### config.mk
export PLATFORM = sky130hd
export DESIGN_NAME = pass_requester
export DESIGN_NICKNAME = d
export VERILOG_FILES = /design/src/rtl/lock_pkg.sv /design/src/rtl/lock_cycle_timer.sv /design/src/rtl/pass_requester.sv
export SDC_FILE = /design/constraint.sdc
export NUM_CORES = 1
export LEC_CHECK = 0
export BUFFER_PORTS_ARGS = -buffer_cell sky130_fd_sc_hd__buf_2
export CORE_ASPECT_RATIO = 1.75
export CORE_MARGIN = 3
export CORE_UTILIZATION = 50
export DETAILED_ROUTE_END_ITERATION = 6
export PLACE_DENSITY = 0.68
export SETUP_SLACK_MARGIN = 0.5
export SLEW_MARGIN = 20
export SYNTH_ARGS = -nofsm -noshare
export SYNTH_HDL_FRONTEND = slang
export SYNTH_SLANG_ARGS = --single-unit
### constraint.sdc
create_clock -name clk -period 7.3 [get_ports clk]
set_input_delay 1.46 -clock clk [delete_from_list [all_inputs] [get_ports clk]]
set_output_delay 1.46 -clock clk [all_outputs]
set_load 0.02 [all_outputs]
### src/rtl/lock_pkg.sv
// Shared definitions for the door-lock password handshake: state encodings,
// code length and the reference password.
package lock_pkg;

    localparam int PASS_LEN = 4;
    localparam int DIGIT_CW = 3;

    // Reference code for keys 1,0,1,0; bit 0 holds the first key entered.
    localparam logic [PASS_LEN-1:0] DEFAULT_PASS = 4'b0101;

    typedef enum logic [3:0] {
        S_IDLE  = 4'd0,
        S_REQ   = 4'd1,
        S_CONF1 = 4'd2,
        S_CHECK = 4'd3,
        S_CONF2 = 4'd4,
        S_WAIT  = 4'd5,
        S_HOLD  = 4'd6,
        S_DENY  = 4'd7,
        S_REL   = 4'd8
    } state_t;

endpackage

### src/rtl/lock_cycle_timer.sv
// Saturating phase timer shared by the CHECK, WAIT and HOLD phases; last is
// high during the final cycle of a phase that lasts term cycles.
module lock_cycle_timer #(
    parameter int CW = 5
) (
    input  logic          clk,
    input  logic          rst_n,
    input  logic          clear,
    input  logic          enable,
    input  logic [CW-1:0] term,
    output logic          last
);

    localparam logic [CW-1:0] CNT_MAX = '1;

    logic [CW-1:0] count;

    always_ff @(posedge clk or negedge rst_n) begin
        if (!rst_n) begin
            count <= '0;
        end else if (clear) begin
            count <= '0;
        end else if (enable && (count != CNT_MAX)) begin
            count <= count + 1'b1;
        end
    end

    // Widened by one bit so the compare stays correct at saturation.
    assign last = (({1'b0, count} + 1'b1) >= {1'b0, term});

endmodule

### src/rtl/pass_requester.sv
// Initiator side of the door-lock handshake: shifts in a 4-bit code, then walks
// request/confirm through the lock checker's sequence and waits for a grant.
module pass_requester
    import lock_pkg::*;
#(
    parameter int CHECK_CYCLES = 4,
    parameter int TIMEOUT      = 16,
    parameter int HOLD_CYCLES  = 8,
    parameter int CW           = 5
) (
    input  logic                clk,
    input  logic                rst_n,
    input  logic                key_valid,
    input  logic                key_bit,
    input  logic                send,
    input  logic                abort,
    input  logic                en_left,
    input  logic                en_right,
    output logic                request,
    output logic                confirm,
    output logic [PASS_LEN-1:0] pass_data,
    output logic                busy,
    output logic                granted,
    output logic                side,
    output logic                denied
);

    localparam logic [CW-1:0] CHECK_T   = CW'(CHECK_CYCLES);
    localparam logic [CW-1:0] TIMEOUT_T = CW'(TIMEOUT);
    localparam logic [CW-1:0] HOLD_T    = CW'(HOLD_CYCLES);

    state_t              state;
    state_t              next_state;
    logic [DIGIT_CW-1:0] digit_cnt;
    logic                have_code;
    logic                grant_in;
    logic                timer_clear;
    logic                timer_en;
    logic                timer_last;
    logic [CW-1:0]       timer_term;

    assign have_code = (digit_cnt == DIGIT_CW'(PASS_LEN));
    assign grant_in  = en_left | en_right;

    always_ff @(posedge clk or negedge rst_n) begin
        if (!rst_n) begin
            state <= S_IDLE;
        end else begin
            state <= next_state;
        end
    end

    always_comb begin
        next_state = state;
        case (state)
            S_IDLE:  if (!abort && send && have_code) next_state = S_REQ;
            S_REQ:   next_state = S_CONF1;
            S_CONF1: next_state = S_CHECK;
            S_CHECK: if (timer_last) next_state = S_CONF2;
            S_CONF2: next_state = S_WAIT;
            // A grant arriving on the timeout cycle still wins.
            S_WAIT: begin
                if (grant_in) begin
                    next_state = S_HOLD;
                end else if (timer_last) begin
                    next_state = S_DENY;
                end
            end
            S_HOLD:  if (timer_last) next_state = S_REL;
            S_DENY:  next_state = S_REL;
            S_REL:   next_state = S_IDLE;
            default: next_state = S_IDLE;
        endcase
        if (abort && (state != S_IDLE) && (state != S_REL)) begin
            next_state = S_REL;
        end
    end

    // Every phase change restarts the timer, so each timed phase starts at 0.
    assign timer_clear = (next_state != state);
    assign timer_en    = (state == S_CHECK) || (state == S_WAIT) || (state == S_HOLD);

    always_comb begin
        case (state)
            S_CHECK: timer_term = CHECK_T;
            S_WAIT:  timer_term = TIMEOUT_T;
            default: timer_term = HOLD_T;
        endcase
    end

    lock_cycle_timer #(
        .CW(CW)
    ) u_timer (
        .clk    (clk),
        .rst_n  (rst_n),
        .clear  (timer_clear),
        .enable (timer_en),
        .term   (timer_term),
        .last   (timer_last)
    );

    // Outputs are registered decodes of the state being entered.
    always_ff @(posedge clk or negedge rst_n) begin
        if (!rst_n) begin
            request   <= 1'b0;
            confirm   <= 1'b0;
            busy      <= 1'b0;
            granted   <= 1'b0;
            denied    <= 1'b0;
            side      <= 1'b0;
            pass_data <= '0;
            digit_cnt <= '0;
        end else begin
            request <= next_state inside {S_REQ, S_CONF1, S_CHECK, S_CONF2, S_WAIT, S_HOLD};
            confirm <= (next_state == S_CONF1) || (next_state == S_CONF2);
            busy    <= (next_state != S_IDLE);
            granted <= (next_state == S_HOLD);
            denied  <= (next_state == S_DENY);
            if ((state == S_WAIT) && (next_state == S_HOLD)) begin
                side <= en_right;
            end
            if ((next_state == S_REL) || ((state == S_IDLE) && abort)) begin
                pass_data <= '0;
                digit_cnt <= '0;
            end else if ((state == S_IDLE) && key_valid && !have_code) begin
                pass_data[digit_cnt[1:0]] <= key_bit;
                digit_cnt                 <= digit_cnt + 1'b1;
            end
        end
    end

endmodule

### After elaboration in Yosys (flattened, before gate mapping)

Cells that the tools add are included.

| word-level totals | value |
|---|---|
| flip-flop bits (word level) | 22 |
| bits of input ports | 8 |
| output and inout port bits | 10 |
| word-level logic and storage cells | 75 |

| operators by class | value |
|---|---|
| add/subtract/negate cells | 3 |
| order comparisons | 3 |
| eq/ne operators | 19 |
| muxes and demuxes | 17 |
| bitwise gates (word level) | 1 |
| reduce and logical (&&, ||, !) cells | 22 |

Operators with widths:

| operator | count |
|---|---|
| $eq 4x3->1 const B | 8 |
| $mux 4 | 8 |
| $pmux 4 s8 | 1 |
| $eq 4x2->1 const B | 4 |
| $logic_and 1x1->1 | 10 |
| $mux 5 | 2 |
| $pmux 5 s2 | 1 |
| $eq 4x1->1 const B | 2 |
| $reduce_bool 4->1 | 2 |
| $add 5x1->6 const B | 1 |
| $ge 6x5->1 | 1 |
| $mux 3 | 2 |
| $reduce_bool 6->1 | 1 |
| $add 5x1->5 const B | 1 |
| $ne 5x5->1 const B | 1 |
| $bwmux 4 | 1 |
| $eq 4x4->1 const B | 1 |
| $logic_not 4->1 | 1 |
| $logic_or 1x1->1 | 4 |
| $ne 4x4->1 | 1 |
| $ne 4x4->1 const B | 1 |
| $reduce_bool 2->1 | 2 |
| $add 3x1->3 const B | 1 |
| $eq 3x3->1 const B | 1 |
| 6 further kinds | 7 |

### Depth between registers and ports, before layout

Gate-level depths: netlist of run 1.

| logic depth | value |
|---|---|
| depth after elaboration | 10 |
| gate-level depth with buffers | 11 |
| mapped depth without buffers | 10 |

### By module

A second synthesis of run 1 with hierarchy kept.

| second synthesis, totals | value |
|---|---|
| cell total of the unflattened synthesis | 148 |
| area total of the unflattened synthesis | 1401.3 um2 |

Modules (own cells, without submodules):

| module | instances | cells each | area each (um2) | seq. area each (um2) |
|---|---|---|---|---|
| pass_requester | 1 | 108 | 1008.5 | 425.4 |
| lock_cycle_timer | 1 | 40 | 392.9 | 125.1 |

### Worst setup path after synthesis of run 1

OpenSTA, ideal clock, no wires.

| path | value |
|---|---|
| path type | register to register |
| start | reg u_timer.count[0] |
| end | reg side |
| library setup time | 125 ps |
| data arrival time | 2753 ps |
| required time | 7175 ps |
| path slack | 4422 ps |
| stages on the path, launching flop included | 11 |
| buffers on the path | 0 |
| period minus slack after synthesis | 2878 ps |
| cells stage by stage | dfrtp_1 -> ha_1 -> and3_1 -> ha_1 -> ha_1 -> o21ai_1 -> a31oi_1 -> nor2_2 -> a221o_1 -> nor3_1 -> mux2_2 |

| between the ends | value |
|---|---|
| cells in the longest elaborated chain, start to end | 8 |
| elaborated cells between the ends (all ways) | 10 |
| those cells by class | add/sub: 1; order compare: 1; eq/ne: 1; mux: 6; reduce/logical: 1 |

Ends and longest elaborated chain:

| item | line | text |
|---|---|---|
| start, declared | lock_cycle_timer.sv:16 | `logic [CW-1:0] count;` |
| start signal, assigned | lock_cycle_timer.sv:24 | `count <= count + 1'b1;` |
| $add 5x1->6 * | lock_cycle_timer.sv:29 | `assign last = (({1'b0, count} + 1'b1) >= {1'b0, term});` |
| $ge 6x5->1 * | lock_cycle_timer.sv:29 |  |
| $mux 4 | pass_requester.sv:65 | `end else if (timer_last) begin` |
| $mux 4 | pass_requester.sv:63 | `if (grant_in) begin` |
| $pmux 4 s8 * | pass_requester.sv:55 | `case (state)` |
| $mux 4 * | pass_requester.sv:74 | `if (abort && (state != S_IDLE) && (state != S_REL)) begin` |
| $eq 4x3->1 * | pass_requester.sv:119 | `if ((state == S_WAIT) && (next_state == S_HOLD)) begin` |
| $logic_and 1x1->1 * | pass_requester.sv:119 |  |
| end signal, assigned | pass_requester.sv:120 | `side <= en_right;` |
| end, declared | pass_requester.sv:24 | `output logic side,` |

Mark *: on every way between the ends. The rest lies on a longest branch, timed or not.
A chain may end at the register's enable or synchronous reset.

### Worst setup path after layout of run 1

| path | value |
|---|---|
| start | reg u_timer.count[0] |
| end | reg request |

| between the ends | value |
|---|---|
| cells in the longest elaborated chain, start to end | 8 |
| elaborated cells between the ends (all ways) | 15 |
| those cells by class | add/sub: 1; order compare: 1; eq/ne: 6; mux: 6; reduce/logical: 1 |

Ends and longest elaborated chain:

| item | line | text |
|---|---|---|
| $add 5x1->6 * | lock_cycle_timer.sv:29 |  |
| $ge 6x5->1 * | lock_cycle_timer.sv:29 |  |
| $mux 4 | pass_requester.sv:65 |  |
| $mux 4 | pass_requester.sv:63 |  |
| $pmux 4 s8 * | pass_requester.sv:55 |  |
| $mux 4 * | pass_requester.sv:74 |  |
| $eq 4x1->1, or another cell as far along | pass_requester.sv:114 | `request <= next_state inside {S_REQ, S_CONF1, S_CHECK, S_CONF2, S_WAIT, S_HOLD};` |
| $reduce_bool 6->1 * | pass_requester.sv:114 |  |
| end signal, assigned | pass_requester.sv:114 |  |
| end, declared | pass_requester.sv:19 | `output logic request,` |

Marks and branches as above.

==> run_results.csv, run 1 <==
group,metric,value,unit
yosys,yosys_register_bits,22,
layout,diodes,0,
global_route,antenna_found_initial,0,
yosys,ys_async_sr_fraction,1.00,
sta,fin_crit,3130,ps
placement,hpwl,2690,µm
setup_path,critPathArrivalTime,3290,ps
sta,fin_crit_sh,0.429,
layout,nets,191,
setup_path,criticalPathCategory,"flip-flop to flip-flop",
layout,utilization,0.596,
setup_path,r2r_cells,10,
cts,clk-insertion-delay-late,270,ps
global_route,grt_max_degree,23,
cts,cts_hold_buf,0,
floorplan,rows,25,
yosys,syn_nets,176,
setup_path,crit_required,7460,ps
pwr,vdd_drop_max,0.211,mV
placement,numPortBuffers,17,
yosys,yosysWarnings,0,
layout,area_growth,10.7,%
cts,cts_resized,0,
pwr,p_per_area,313,nW/µm²
sta,finalHoldViolCount,0,
routing,num_vias,1309,
routing,wl_per_cell,17.8,µm
cts,cts_tree,"done",
cts,cts_buffers,3,
routing,wl_met2,1960,µm
min_path,hold_path.class,"flip-flop to flip-flop",
min_path,holdPathEnd,"side",
floorplan,die-area,3710,µm²
pwr,p_leak,0.835,nW
status,status,"complete, no violations",
floorplan,die_w,47.4,µm
routing,topRoutingLayerUsed,"met4",
routing,first_pass_iters,4,
sta,layout_setup_ws,4170,ps
routing,viasPerCell,6.58,
cts,ctsHtreeMaxLevel,1,
sta,setup_tns,0,ps
cts,post_cts_buffers,0,
cts,clkTransAtPathRegs,90,ps
yosys,synth-edff-count,0,
sta,final_max_slew_viol_count,0,
setup_path,crit_fanout,5,
yosys,avgSynthCellArea,9.48,µm²
sta,fmax,319,MHz
cts,cts_buffer_depth,2,
global_route,grt_pass1_wl,5750,µm
run,maxCapViolations,0,
yosys,synth_area,1500,µm²
placement,dp_slack,4190,ps
global_route,globalRouteTotalUtil,0.212,
cts,cts_root_buffer,"clkbuf_8",
global_route,grt_pass1_vias,1303,
setup_path,critPathLaunchType,"flip-flop",
routing,wl_met1,1280,µm
layout,final_common_cell,"dfrtp_1",
yosys,synth_cell_types,48,
sta,worst_slew_pin_slew,618,ps
yosys,yosysSeqAreaShare,0.368,
layout,layout_common_cells,"dfrtp_1, buf_2, nor2_1",
min_path,holdPathStages,1,
setup_path,reg2reg_slack,4170,ps
sta,slew_headroom,0.588,
routing,route.detailed.drc,0,
layout,drive_gt1_frac,0.198,
floorplan,core_area,2780,µm²
setup_path,r2r_end,"request",
yosys,postSynthCellCount,158,
sta,rsz0062_at_grt,"false",
sta,skew,6.65,ps
floorplan,chipHeight,78.4,µm
sta,setup_viol,0,
routing,dr_wl_met3,134,µm
placement,globalplace.congestion,0.929,
setup_path,r2r_start,"u_timer.count[0]",
cts,cts.sink_count,22,
routing,drt_wl_total,3550,µm
floorplan,boundaryPins,18,
min_path,worstHoldStart,"side",
routing,drtIter0Drc,52,
global_route,grt_overflow,0,
floorplan,initial_core_util,0.538,
routing,ant_nets,0,
yosys,yosys_most_used_dff,"dfrtp_1",
setup_path,endpoint_kind,"flip-flop",
==> worst max-delay path by stage <==
stage                     startpoint       to
floorplan           u_timer.count[0]     side
global placement               abort     busy
detailed placement             abort  request
CTS                 u_timer.count[0]  request
global route        u_timer.count[0]  request
finish              u_timer.count[0]  request
==> layer usage <==
layer / vias up / track usage
met2: 63 / 0.372
li1: 609 / -
met3: 19 / 0.0229
met4: 0 / 0.136
met5: - / 0
met1: 618 / 0.217
==> layout make-up <==
type	count	area (µm²)
Sequential cell	22	551
Clock buffer	3	41.3
Multi-Input combinational cell	121	887
Timing Repair Buffer	17	85.1
Clock inverter	1	30.0
Inverter	8	30.0
Fill cell	245	1130
Tap cell	27	33.8
==> Yosys cell counts (2+ instances only) <==
master,number,area (µm²)
a21oi_1,8,40.0
nand3_1,3,15.0
clkbuf_1,3,11.3
o21ai_0,7,35.0
nor4_1,2,12.5
buf_2,3,15.0
ha_1,10,125
a41oi_1,2,17.5
nor2_1,16,60.1
mux2_2,2,22.5
mux2i_1,7,70.1
nand2_1,12,45.0
dfrtp_1,22,551
xor2_1,2,17.5
nor3_1,10,50.1
xnor2_1,6,52.6
inv_1,7,26.3
a31oi_1,3,18.8
o21ai_1,2,10.0
and3_1,2,12.5
or3_1,2,12.5
==> sequential cells by signal, summed over array words and instances (netlist names), 3 cells and up <==
register       count
digit_cnt          3
pass_data          4
state              4
u_timer.count      5
==> where the power goes <==
| part | leakage, nW | switching, mW | total (mW) | internal (mW) |
|---|---|---|---|---|
| Clock | 0.0357 | 0.0448 | 0.118 | 0.0734 |
| Combinational | 0.499 | 0.121 | 0.207 | 0.0863 |
| Sequential | 0.300 | 0.0433 | 0.194 | 0.150 |
| Total | 0.835 | 0.209 | 0.519 | 0.310 |
==> cell families (layout without fill, tap and decap cells) <==
logic type                 after synthesis  count (layout)  share of synthesized area
AOI/OAI and AO/OA                       38              38                      0.213
xor gates and xnor gates                 8               8                     0.0468
adders and majority gates               10              10                     0.0835
buffers and inverters                   15              29                     0.0401
DFF                                     22              22                      0.368
muxes                                    9               9                     0.0618
and+or+nand+nor                         56              56                      0.187
==> through the flow <==
step / hold WS (ps) / power (mW) / instance area [µm²] / cells
floorplan: 538 / 0.347 / 1500 / 158
global placement: 503 / 0.395 / 1590 / 195
detailed placement: 503 / 0.403 / 1590 / 195
CTS: 523 / 0.520 / 1660 / 199
global route: 548 / 0.551 / 1660 / 199
finish: 520 / 0.519 / 1660 / 199
==> critical path: stages (launching register included) <==
cell and delay (ps):
dfrtp_1 440, ha_1 250, and3_1 190, ha_1 290, ha_1 280, o21ai_1 70, a31oi_1 410, nor2_2 140
a221o_1 380, nand3_1 190, mux2_2 360
Note: power is estimated with default switching activity, not from simulation.
==> run 2, diff against run 1 <==
--- a/config.mk
+++ b/config.mk
@@ -5,12 +5,13 @@
 export SDC_FILE = /design/constraint.sdc
 export NUM_CORES = 1
 export LEC_CHECK = 0
+export ABC_AREA = 1
 export BUFFER_PORTS_ARGS = -buffer_cell sky130_fd_sc_hd__buf_2
 export CORE_ASPECT_RATIO = 1.75
 export CORE_MARGIN = 3
 export CORE_UTILIZATION = 50
 export DETAILED_ROUTE_END_ITERATION = 6
-export PLACE_DENSITY = 0.68
+export PLACE_DENSITY = 0.71
 export SETUP_SLACK_MARGIN = 0.5
 export SLEW_MARGIN = 20
 export SYNTH_ARGS = -nofsm -noshare
==> constraint.sdc (replaced) <==
create_clock -name clk -period 2.85 [get_ports clk]
set_input_delay 0.57 -clock clk [delete_from_list [all_inputs] [get_ports clk]]
set_output_delay 0.57 -clock clk [all_outputs]
set_load 0.02 [all_outputs]
==> run_results.csv, run 2 <==
group,metric,value,unit
sta,worst_slew_pin_slew,505,ps
cts,ctsHtreeMaxLevel,1,
setup_path,crit_required,3050,ps
yosys,yosysWarnings,0,
yosys,yosys_most_used_dff,"dfrtp_1",
floorplan,initial_core_util,0.535,
sta,finalHoldViolCount,0,
routing,drt_wl_total,3630,µm
yosys,yosys.area.top_type_share,0.403,
pwr,p_sw_frac,0.459,
yosys,ys_top_cells_by_area,"dfrtp_1, nand2_1, ha_1",
setup_path,endpoint_kind,"flip-flop",
layout,final_cell_area,1860,µm²
setup_path,criticalPathCategory,"flip-flop to flip-flop",
sta,whs,263,ps
floorplan,rows,24,
global_route,grt_overflow,0,
yosys,synth_area,1370,µm²
yosys,synth_xor_area_frac,0.0256,
yosys,synth_top_family_by_area,"simple AND/OR/NAND/NOR gates",
yosys,yosys_register_bits,22,
placement,place_area,1480,µm²
setup_path,crit_fanout,5,
yosys,synth-simple-area-share,0.316,
floorplan,boundaryPins,18,
layout,layout_common_cells,"nand2_1, nor2_1, inv_1",
routing,first_pass_iters,4,
routing,drtIter0Drc,38,
cts,cts_tree,"done",
layout,final_common_cell,"nand2_1",
floorplan,die_w,45.5,µm
routing,route.detailed.drc,0,
setup_path,slowest_delay,430,ps
global_route,grt_pass1_wl,5170,µm
pwr,switching_power,0.590,mW
layout,drive_gt1_frac,0.397,
global_route,met3_usage,0.0287,
placement,hpwl,2400,µm
yosys,postSynthCellCount,179,
global_route,grt_pass1_vias,1225,
global_route,use_met2,0.376,
global_route,antenna_found_initial,0,
run,maxCapViolations,0,
yosys,avgSynthCellArea,7.63,µm²
pwr,p_leak,0.923,nW
pwr,p_per_area,691,nW/µm²
layout,top_register,"u_timer.count",
sta,rsz0062_at_grt,"true",
setup_path,critPathLaunchType,"flip-flop",
layout,top_regs,"u_timer.count x5, pass_data x4, state x4",
cts,cts.sink_count,22,
yosys,synth-compound-area-share,0.0952,
pwr,p_comb_frac,0.519,
routing,num_vias,1345,
setup_path,crit_chain,"ha_4 -> and3_4 -> ha_4 -> ha_4 -> a21oi_4 -> nand2_2 -> o21ai_2 -> nand2_1 -> nand2_2 -> nand2_1 -> nand2_2 -> nand3_4 -> nor2_1",
floorplan,chipHeight,75.2,µm
min_path,hold_path.class,"input port to asynchronous set/reset pin",
placement,globalplace.congestion,0.939,
layout,utilization,0.728,
global_route,globalRouteTotalUtil,0.206,
layout,area_growth,36.1,%
setup_path,critPathArrivalTime,2570,ps
sta,skew,6.66,ps
cts,cts_buffer_depth,2,
cts,cts_hold_buf,0,
pwr,p_int,0.694,mW
floorplan,core_area,2550,µm²
routing,ant_nets,0,
sta,fin_crit,2370,ps
layout,nets,234,
layout,nFillCells,174,
pwr,vdd_drop_max,0.454,mV
yosys,yosysSeqAreaShare,0.403,
setup_path,cp_top_family,"simple AND/OR/NAND/NOR gates",
cts,clkTransAtPathRegs,80,ps
cts,cts_root_buffer,"clkbuf_8",
yosys,yosys.area.top_type,"dfrtp_1",
sta,final_max_slew_viol_count,0,
pwr,pwr-share-seq,0.333,
cts,cts_buffers,3,
yosys,muxShareOfSynthArea,0,
pwr,clockPowerShare,0.148,
pwr,power.total,1.28,mW
setup_path,slowest_stage,"dfrtp_1",
yosys,synthAdderAreaFrac,0.0916,
sta,setup_tns,0,ps
yosys,yosysMostFrequentCell,"nand2_1",
status,status,"complete, no violations",
yosys,synth_cell_types,25,
sta,setup_viol,0,
floorplan,die-area,3420,µm²
sta,slew_headroom,0.664,
setup_path,path_buf_inv,0,
routing,viasPerCell,5.60,
sta,fin_crit_sh,0.831,
layout,diodes,0,
yosys,ys_async_sr_fraction,1.00,
global_route,grt_max_degree,23,
yosys,syn_nets,197,
sta,fmax,422,MHz
yosys,synth-edff-count,0,
yosys,synth_common_cells,"nand2_1, nor2_1, inv_1",
placement,numPortBuffers,17,
routing,wl_per_cell,15.1,µm
layout,largest_register_ffs,5,
cts,clk-insertion-delay-late,260,ps
global_route,grt_busiest_layer,"met2",
global_route,grtUsageMet1,0.231,
-- run 2: path summary, 6_finish.rpt --
check	depth (start not counted)	slack, ps	start	end
worst max-delay path	13	480	u_timer.count[1]	u_timer.count[3]
worst min-delay path	1	260	rst_n	u_timer.count[1]
worst max register to register	13	480	u_timer.count[1]	u_timer.count[3]
worst min register to register	2	520	side	side
max in group asynchronous	1	2220	rst_n	state[2]
min in group clk	2	520	side	side
-- run 2: what timing repair did --
action | in CTS | in global routing
endpoints found under the setup margin | 18 | 17
buffers inserted | 6 | 9
pin swaps | 6 | 24
gates resized for setup | 14 | 41
-- run 2: final cells by class --
cell class | instances | area [µm²] | area share
Timing Repair Buffer | 32 | 209 | 0.112
Sequential cell | 22 | 556 | 0.299
Tap cell | 26 | 32.5 | 0.0175
Clock buffer | 3 | 41.3 | 0.0222
Inverter | 25 | 93.8 | 0.0505
Multi-Input combinational cell | 132 | 927 | 0.499
-- run 2: cell families after synthesis --
kind of cell,Yosys count
buf+inv,25
compound gates,21
simple gates,97
fa+ha+maj,10
flops,22
xor+xnor,4
-- run 2: per-stage QoR --
stage,std cells,worst slack (ps)
finish,240,481
global route,240,339
CTS,231,510
detailed placement,222,245
global placement,222,315
floorplan,179,506
-- run 2: power by group through the flow --
stage	clock [mW]	combinational [mW]	sequential [mW]
after floorplan	0	0.336	0.459
after global placement	0	0.489	0.425
after detailed placement	0	0.503	0.428
after CTS	0.190	0.535	0.424
after global routing	0.202	0.733	0.433
final	0.190	0.666	0.428
-- run 2: layer usage --
| layer | vias up | wire length, µm |
|---|---|---|
| met2 | 39 | 2020 |
| met4 | 0 | 114 |
| met5 | - | 0 |
| met1 | 658 | 1390 |
| met3 | 11 | 111 |
| li1 | 637 | - |
